## src/rtl/nibble_adder_pkg.sv

```systemverilog
// Shared types and helpers for the nibble-serial adder sequencer.
// Optional subtract mode is enabled by NIBBLE_SERIAL_ADDER_SUB_EN.
package nibble_adder_pkg;

    localparam int NIBBLE_W = 4;

    typedef enum logic [1:0] {
        IDLE = 2'd0,
        RUN  = 2'd1,
        DONE = 2'd2
    } state_e;

    function automatic int idx_width(input int n);
        return (n <= 2) ? 1 : $clog2(n);
    endfunction

endpackage

```

## src/rtl/nibble_serial_adder.sv

```systemverilog
// Adds two W-bit operands one nibble per clock through an external 4-bit adder.
// Define NIBBLE_SERIAL_ADDER_SUB_EN to add the sub port (A - B mode).
module nibble_serial_adder
    import nibble_adder_pkg::*;
#(
    parameter int NIBBLES = 4,
    localparam int W = NIBBLE_W * NIBBLES
) (
    input  logic                clk,
    input  logic                rst_n,
    input  logic                start,
    input  logic [W-1:0]        op_a,
    input  logic [W-1:0]        op_b,
    input  logic                cin,
`ifdef NIBBLE_SERIAL_ADDER_SUB_EN
    input  logic                sub,
`endif
    output logic                busy,
    output logic                done,
    output logic [W-1:0]        sum,
    output logic                cout,
    output logic [NIBBLE_W-1:0] add_a,
    output logic [NIBBLE_W-1:0] add_b,
    output logic                add_cin,
    input  logic [NIBBLE_W-1:0] add_s,
    input  logic                add_cout
);

    localparam int IW = idx_width(NIBBLES);
    localparam logic [IW-1:0] LAST = IW'(NIBBLES - 1);

    state_e        state_q, state_d;
    logic [IW-1:0] idx_q, idx_d;
    logic [W-1:0]  a_q, a_d;
    logic [W-1:0]  b_q, b_d;
    logic          carry_q, carry_d;
    logic [W-1:0]  work_q, work_d;
    logic [W-1:0]  sum_q, sum_d;
    logic          cout_q, cout_d;

    always_ff @(posedge clk or negedge rst_n) begin
        if (!rst_n) begin
            state_q <= IDLE;
            idx_q   <= '0;
            a_q     <= '0;
            b_q     <= '0;
            carry_q <= 1'b0;
            work_q  <= '0;
            sum_q   <= '0;
            cout_q  <= 1'b0;
        end else begin
            state_q <= state_d;
            idx_q   <= idx_d;
            a_q     <= a_d;
            b_q     <= b_d;
            carry_q <= carry_d;
            work_q  <= work_d;
            sum_q   <= sum_d;
            cout_q  <= cout_d;
        end
    end

    always_comb begin
        state_d = state_q;
        idx_d   = idx_q;
        a_d     = a_q;
        b_d     = b_q;
        carry_d = carry_q;
        work_d  = work_q;
        sum_d   = sum_q;
        cout_d  = cout_q;
        add_a   = '0;
        add_b   = '0;
        add_cin = 1'b0;
        unique case (state_q)
            IDLE: begin
                if (start) begin
                    a_d     = op_a;
`ifdef NIBBLE_SERIAL_ADDER_SUB_EN
                    // Two's complement: invert B and force carry-in high.
                    b_d     = sub ? ~op_b : op_b;
                    carry_d = sub ? 1'b1 : cin;
`else
                    b_d     = op_b;
                    carry_d = cin;
`endif
                    idx_d   = '0;
                    state_d = RUN;
                end
            end
            RUN: begin
                add_a   = a_q[NIBBLE_W*idx_q +: NIBBLE_W];
                add_b   = b_q[NIBBLE_W*idx_q +: NIBBLE_W];
                add_cin = carry_q;
                work_d[NIBBLE_W*idx_q +: NIBBLE_W] = add_s;
                carry_d = add_cout;
                if (idx_q == LAST) begin
                    sum_d   = work_d;
                    cout_d  = add_cout;
                    idx_d   = '0;
                    state_d = DONE;
                end else begin
                    idx_d = idx_q + 1'b1;
                end
            end
            DONE: begin
                state_d = IDLE;
            end
            default: begin
                state_d = IDLE;
            end
        endcase
    end

    assign busy = (state_q != IDLE);
    assign done = (state_q == DONE);
    assign sum  = sum_q;
    assign cout = cout_q;

endmodule

```

## config.mk

```make
export PLATFORM = sky130hd
export DESIGN_NAME = nibble_serial_adder
export DESIGN_NICKNAME = d
export VERILOG_FILES = /design/src/rtl/nibble_adder_pkg.sv /design/src/rtl/nibble_serial_adder.sv
export SDC_FILE = /design/constraint.sdc
export NUM_CORES = 1
export LEC_CHECK = 0
export CAP_MARGIN = 0
export CORE_MARGIN = 2
export CORE_UTILIZATION = 43
export CTS_CLUSTER_SIZE = 16
export DETAILED_ROUTE_END_ITERATION = 6
export PLACE_DENSITY = 0.72
export SLEW_MARGIN = 10
export SYNTH_ARGS = -nofsm -noshare
export SYNTH_HDL_FRONTEND = slang
export SYNTH_SLANG_ARGS = --single-unit
```

## constraint.sdc

```tcl
create_clock -name clk -period 2 [get_ports clk]
set_input_delay 0.6 -clock clk [delete_from_list [all_inputs] [get_ports clk]]
set_output_delay 0.6 -clock clk [all_outputs]
set_load 0.02 [all_outputs]
```

## Word level (Yosys, flattened, before mapping)

Cells that the tools add are included.

| word-level totals | value |
|---|---|
| flip-flop bits (word level) | 70 |
| latch bits | 0 |
| memory bits (writable) | 0 |
| bits in read-only memories | 0 |
| logic and storage cells | 38 |
| memories kept | 0 |

| cells by class | value |
|---|---|
| add/sub/neg operators | 2 |
| multiply operators | 0 |
| div/mod/pow operators | 0 |
| magnitude comparators | 0 |
| equal/unequal tests | 5 |
| shifts and indexed selects | 4 |
| multiplexer cells | 12 |
| bitwise operators | 0 |
| reduce and logical (&&, ||, !) cells | 7 |

Operator list:

| operator | number |
|---|---|
| 4-bit negator with 34-bit output | 1 |
| 4-bit by 34-bit variable shift with 16-bit output (first input constant) | 1 |
| 4-bit by 34-bit indexed part select with 16-bit output | 1 |
| 16-bit by 5-bit indexed part select with 4-bit output | 2 |
| 16-bit bitwise mux | 1 |
| 2-bit two-way mux | 4 |
| 4-bit two-way mux | 2 |
| 2-bit one-hot mux with 2 select lines | 2 |
| 2-bit AND reduction | 4 |
| 2-bit equality test (second input constant) | 2 |
| 2-bit inequality test (second input constant) | 2 |
| 2-bit nonzero test | 2 |
| 2-bit by 1-bit adder with 2-bit output (second input constant) | 1 |
| 2-bit by 1-bit equality test with 1-bit output (second input constant) | 1 |
| 2-bit zero test | 1 |
| 1-bit two-way mux | 2 |
| 1-bit one-hot mux with 2 select lines | 1 |

## Depth between registers and ports, before layout

| depth | value |
|---|---|
| depth after elaboration | 3 |
| gate-level depth with buffers | 8 |
| depth with buffers taken out | 5 |

## Worst setup path after synthesis

Ideal clock, no wire load.

| timing | value |
|---|---|
| path kind | reg-to-output |
| start | register idx_q[0] |
| end | output port add_a[1] |
| arrival | 1362 ps |
| required time | 1400 ps |
| slack | 38 ps |
| stages on the path, launching flop included | 5 |
| cell sequence | dfrtp_1 -> buf_6 -> buf_8 -> mux4_2 -> and2_1 |

| on the way | value |
|---|---|
| word-level cells in the longest chain between the ends | 2 |

Ends and longest elaborated chain:

| element | RTL line | text |
|---|---|---|
| start: declaration | nibble_serial_adder.sv:33 | `logic [IW-1:0] idx_q, idx_d;` |
| start signal: assignment | nibble_serial_adder.sv:53 | `idx_q <= idx_d;` |
| 16-bit by 5-bit indexed part select with 4-bit output | nibble_serial_adder.sv:92 | `add_a = a_q[NIBBLE_W*idx_q +: NIBBLE_W];` |
| 4-bit two-way mux | nibble_serial_adder.sv:75 | `unique case (state_q)` |
| end: declaration | nibble_serial_adder.sv:22 | `output logic [NIBBLE_W-1:0] add_a,` |

No other way between the ends.

## Worst setup path in the final report

| timing | value |
|---|---|
| start | register idx_q[0] |
| end | output port add_a[3] |

The elaborated chain is that of the path after synthesis.

==> impl_metrics.py <==
metrics = {
    "status": {
        "outcome": "complete, but fails checks",
        "violations": "negative setup slack",
    },
    "route": {
        "drc": 0,
        "first_pass_iters": 5,
        "dr_wl_met2_um": 3530,
        "m1WireLength_um": 3230,
        "routed.top_layer": "met4",
        "via_per_inst": 4.96,
        "avgRoutedWirePerCell_um": 14.0,
        "vias": 2590,
        "drt_iter0_markers": 114,
        "drt.antenna.violating_nets": 0,
        "finalWirelength_um": 7320,
        "wl_met3_um": 426,
    },
    "power": {
        "power_density_nw_per_um2": 1670,
        "ir_worst_vdd_mv": 0.971,
        "design_power_total_mw": 7.41,
        "p_leak_nw": 2.06,
    },
    "critical_path": {
        "cp_data_required_time_ns": 1.40,
        "path_depth": 4,
        "critPathLaunch": "idx_q[0]",
        "arrival_ns": 1.68,
        "path_delay_family": "multiplexers",
        "path_max_fanout": 5,
        "r2r_cells": 7,
        "setup.worst_path.end": "add_a[3]",
        "cp_cell_sequence": "buf_12 -> mux4_2 -> and2_4 -> buf_6",
        "worst_path_max_delay_cell": "mux4_2",
        "timing.rr.start": "idx_q[0]",
        "cp-start-kind": "flip-flop",
        "ff2ff_setup_slack_ns": 0.12,
        "end_kind": "output port",
        "max_stage_delay_ns": 0.50,
        "worst-path-buf-inv": 2,
        "crit_type": "flip-flop to output port",
        "reg2reg_to": "work_q[2]",
    },
    "sta": {
        "worst_pin_slew_ns": 0.404,
        "finalSetupViolations": 8,
        "hold_viol": 0,
        "whs_ns": 0.266,
        "rsz0062_at_grt": "yes",
        "post-route-period-util_pct": 114,
        "maxSlewViolCount": 0,
        "finalClockSkew_ns": 0.00954,
        "max_slew_margin_pct": 73.0,
        "setup_slack_ns": -0.277,
        "fin_setup_tns_ns": -2.06,
        "fmax_ghz": 0.439,
        "final.min_clock_period_ns": 2.28,
    },
    "logic_synthesis": {
        "synth_edf_count": 0,
        "synth.distinct_cells": 34,
        "seq_area_frac_synth_pct": 53.0,
        "synthArstFlopShare_pct": 100,
        "synth_compound_area_share_pct": 9.08,
        "ys.flop_type": "dfrtp_1",
        "syn_nets": 381,
        "yosys_warnings": 0,
        "synth_area_leader_cell": "dfrtp_1",
        "synth_top_area_share_pct": 53.0,
        "synth_area_um2": 3310,
        "synth_adder_area_share_pct": 2.27,
        "synth-simple-area-share_pct": 24.7,
        "synth_top_family_by_area": "simple AND/OR/NAND/NOR gates",
        "synth_area_leaders": "dfrtp_1 53%, nand2_1 13%, mux4_2 4.8%",
        "synth_xor_area_share_pct": 0,
        "synthMuxAreaShare_pct": 5.90,
        "ys_seq_elements": 70,
        "syn-instance-count": 334,
        "avgSynthCellArea_um2": 9.90,
    },
    "finish": {
        "n_fill_cell": 654,
        "drive_gt1_share_pct": 18.0,
        "fin_area_um2": 4440,
        "syn_to_final_growth_pct": 34.1,
        "final_cell_count_no_fill": 522,
        "regArea_um2": 1750,
        "multiInputGateArea_um2": 1420,
        "postLayoutCoreUtil_pct": 60.2,
        "diodes": 0,
        "nets": 465,
    },
    "clock_network": {
        "clk_path_buf_depth": 2,
        "h-tree-depth": 3,
        "insertion_delay_ns": 0.35,
        "cts_tree": "yes",
        "cts_root_buffer": "clkbuf_8",
        "cts_sinks": 70,
        "numCtsBuffers": 9,
        "cts.clk_slew.worst_paths_ns": 0.07,
    },
    "placed_design": {
        "placed_cells": 506,
        "portBuffers": 68,
        "dpl.hpwl_um": 5110,
        "place_area_um2": 4220,
        "globalplace.congestion": 0.770,
        "place_ws_ns": -0.401,
    },
    "die": {
        "die_x_um": 91.7,
        "ios": 69,
        "core_area_um2": 7370,
        "placementRows": 31,
        "dieArea_um2": 8410,
        "dieHeight_um": 91.7,
        "initial_utilization_pct": 44.9,
    },
    "global_routing": {
        "antenna_found_initial": 0,
        "gr-total-overflow": 0,
        "grt_pass1_vias": 2630,
        "grt_max_degree": 71,
        "grt_first_pass_wirelength_um": 12600,
        "grt_use_total_pct": 19.0,
    },
    "hold_path": {
        "min_path_type": "primary input to async pin",
    },
    "flow_run": {
        "maxCapViolations": 0,
    },
}
## area by class of cell
class / count / area share [%]
Multi-Input combinational cell: 238 / 32.1
Sequential cell: 70 / 39.5
Clock inverter: 3 / 0.987
Inverter: 3 / 0.254
Clock buffer: 13 / 3.36
Tap cell: 99 / 2.79
Timing Repair Buffer: 96 / 21.0
## timing repair
| item | 4_1_cts | 5_1_grt |
|---|---|---|
| buffers inserted | 0 | 0 |
| hold buffers | 0 | 0 |
| setup endpoints to repair | 15 | 14 |
| pin swaps | 6 | 1 |
| resized for setup | 66 | 5 |
| hold endpoints to repair | 0 | 0 |
## how the worst min path moves through the flow
stage / to / slack, ns
3_5_place_dp: a_q[13] / 0.46
2_1_floorplan: a_q[0] / 0.30
3_3_place_gp: a_q[7] / 0.45
6_report: sum[12] / 0.27
5_1_grt: sum[12] / 0.29
4_1_cts: sum[14] / 0.28
## synth_stat cells, types with 2 or more instances
cell type,n
a21oi_1,16
a22o_1,8
a31oi_1,8
a32o_1,2
a32oi_1,2
and2_1,10
and3b_1,3
buf_2,12
buf_6,6
clkbuf_1,4
dfrtp_1,70
ha_1,6
inv_1,3
mux4_2,7
nand2_1,112
nand2b_1,5
nand3_1,6
nand3b_1,2
nand4_1,2
nand4b_1,2
nor2_1,16
nor2b_1,12
nor3b_2,2
o21ai_0,5
o31ai_1,4
## worst reg2reg max path: cells and delay by family (launching register included)
family | cells | cell delay [ns]
flops | 1 | 0.41
compound gates | 1 | 0.25
buf+inv | 3 | 0.36
simple gates | 2 | 0.48
fa+ha+maj | 1 | 0.28
## state kept, by name, indices dropped and copies added (netlist names)
register and cells:
b_q 16, carry_q 1, work_q 16, sum 16, a_q 16, idx_q 2
state_q 2, cout 1
## cell usage in the layout (no fill, tap or decap), types with 2 or more instances in the layout
cell             instances
and2_1                   3
and2_4                   7
o21ai_0                  5
nand4_1                  2
nor2b_1                 11
buf_2                    4
nand2b_1                 5
dfrtp_1                 69
inv_1                    2
clkbuf_8                10
clkdlybuf4s50_1         56
o31ai_1                  4
a22o_1                   8
nand4b_1                 2
buf_4                   22
clkbuf_1                 3
nor2_1                  16
a32o_1                   2
mux4_2                   8
a21oi_1                 16
ha_1                     5
nand2_1                112
buf_6                    9
a31oi_1                  8
a32oi_1                  2
and3b_1                  3
nand3_1                  6
nand3b_1                 2
buf_12                   4
## kinds of logic after synthesis
| logic type | count (synthesis) |
|---|---|
| AND/OR/NAND/NOR | 177 |
| flip-flops | 70 |
| AO/OA/AOI/OAI | 46 |
| buffers and inverters | 26 |
| multiplexers | 9 |
| adder cells (fa/ha/maj) | 6 |
## power breakdown
part / internal, mW / switching, mW
clock network: 0.612 / 0.523
registers: 2.09 / 0.361
logic: 1.93 / 1.89
## layer usage
metal | track usage [%] | vias to the layer above
li1 | - | 1288
met3 | 4.68 | 11
met5 | 0 | -
met1 | 24.8 | 1211
met2 | 30.3 | 80
met4 | 8.33 | 0
(Power assumes the default switching activity.)
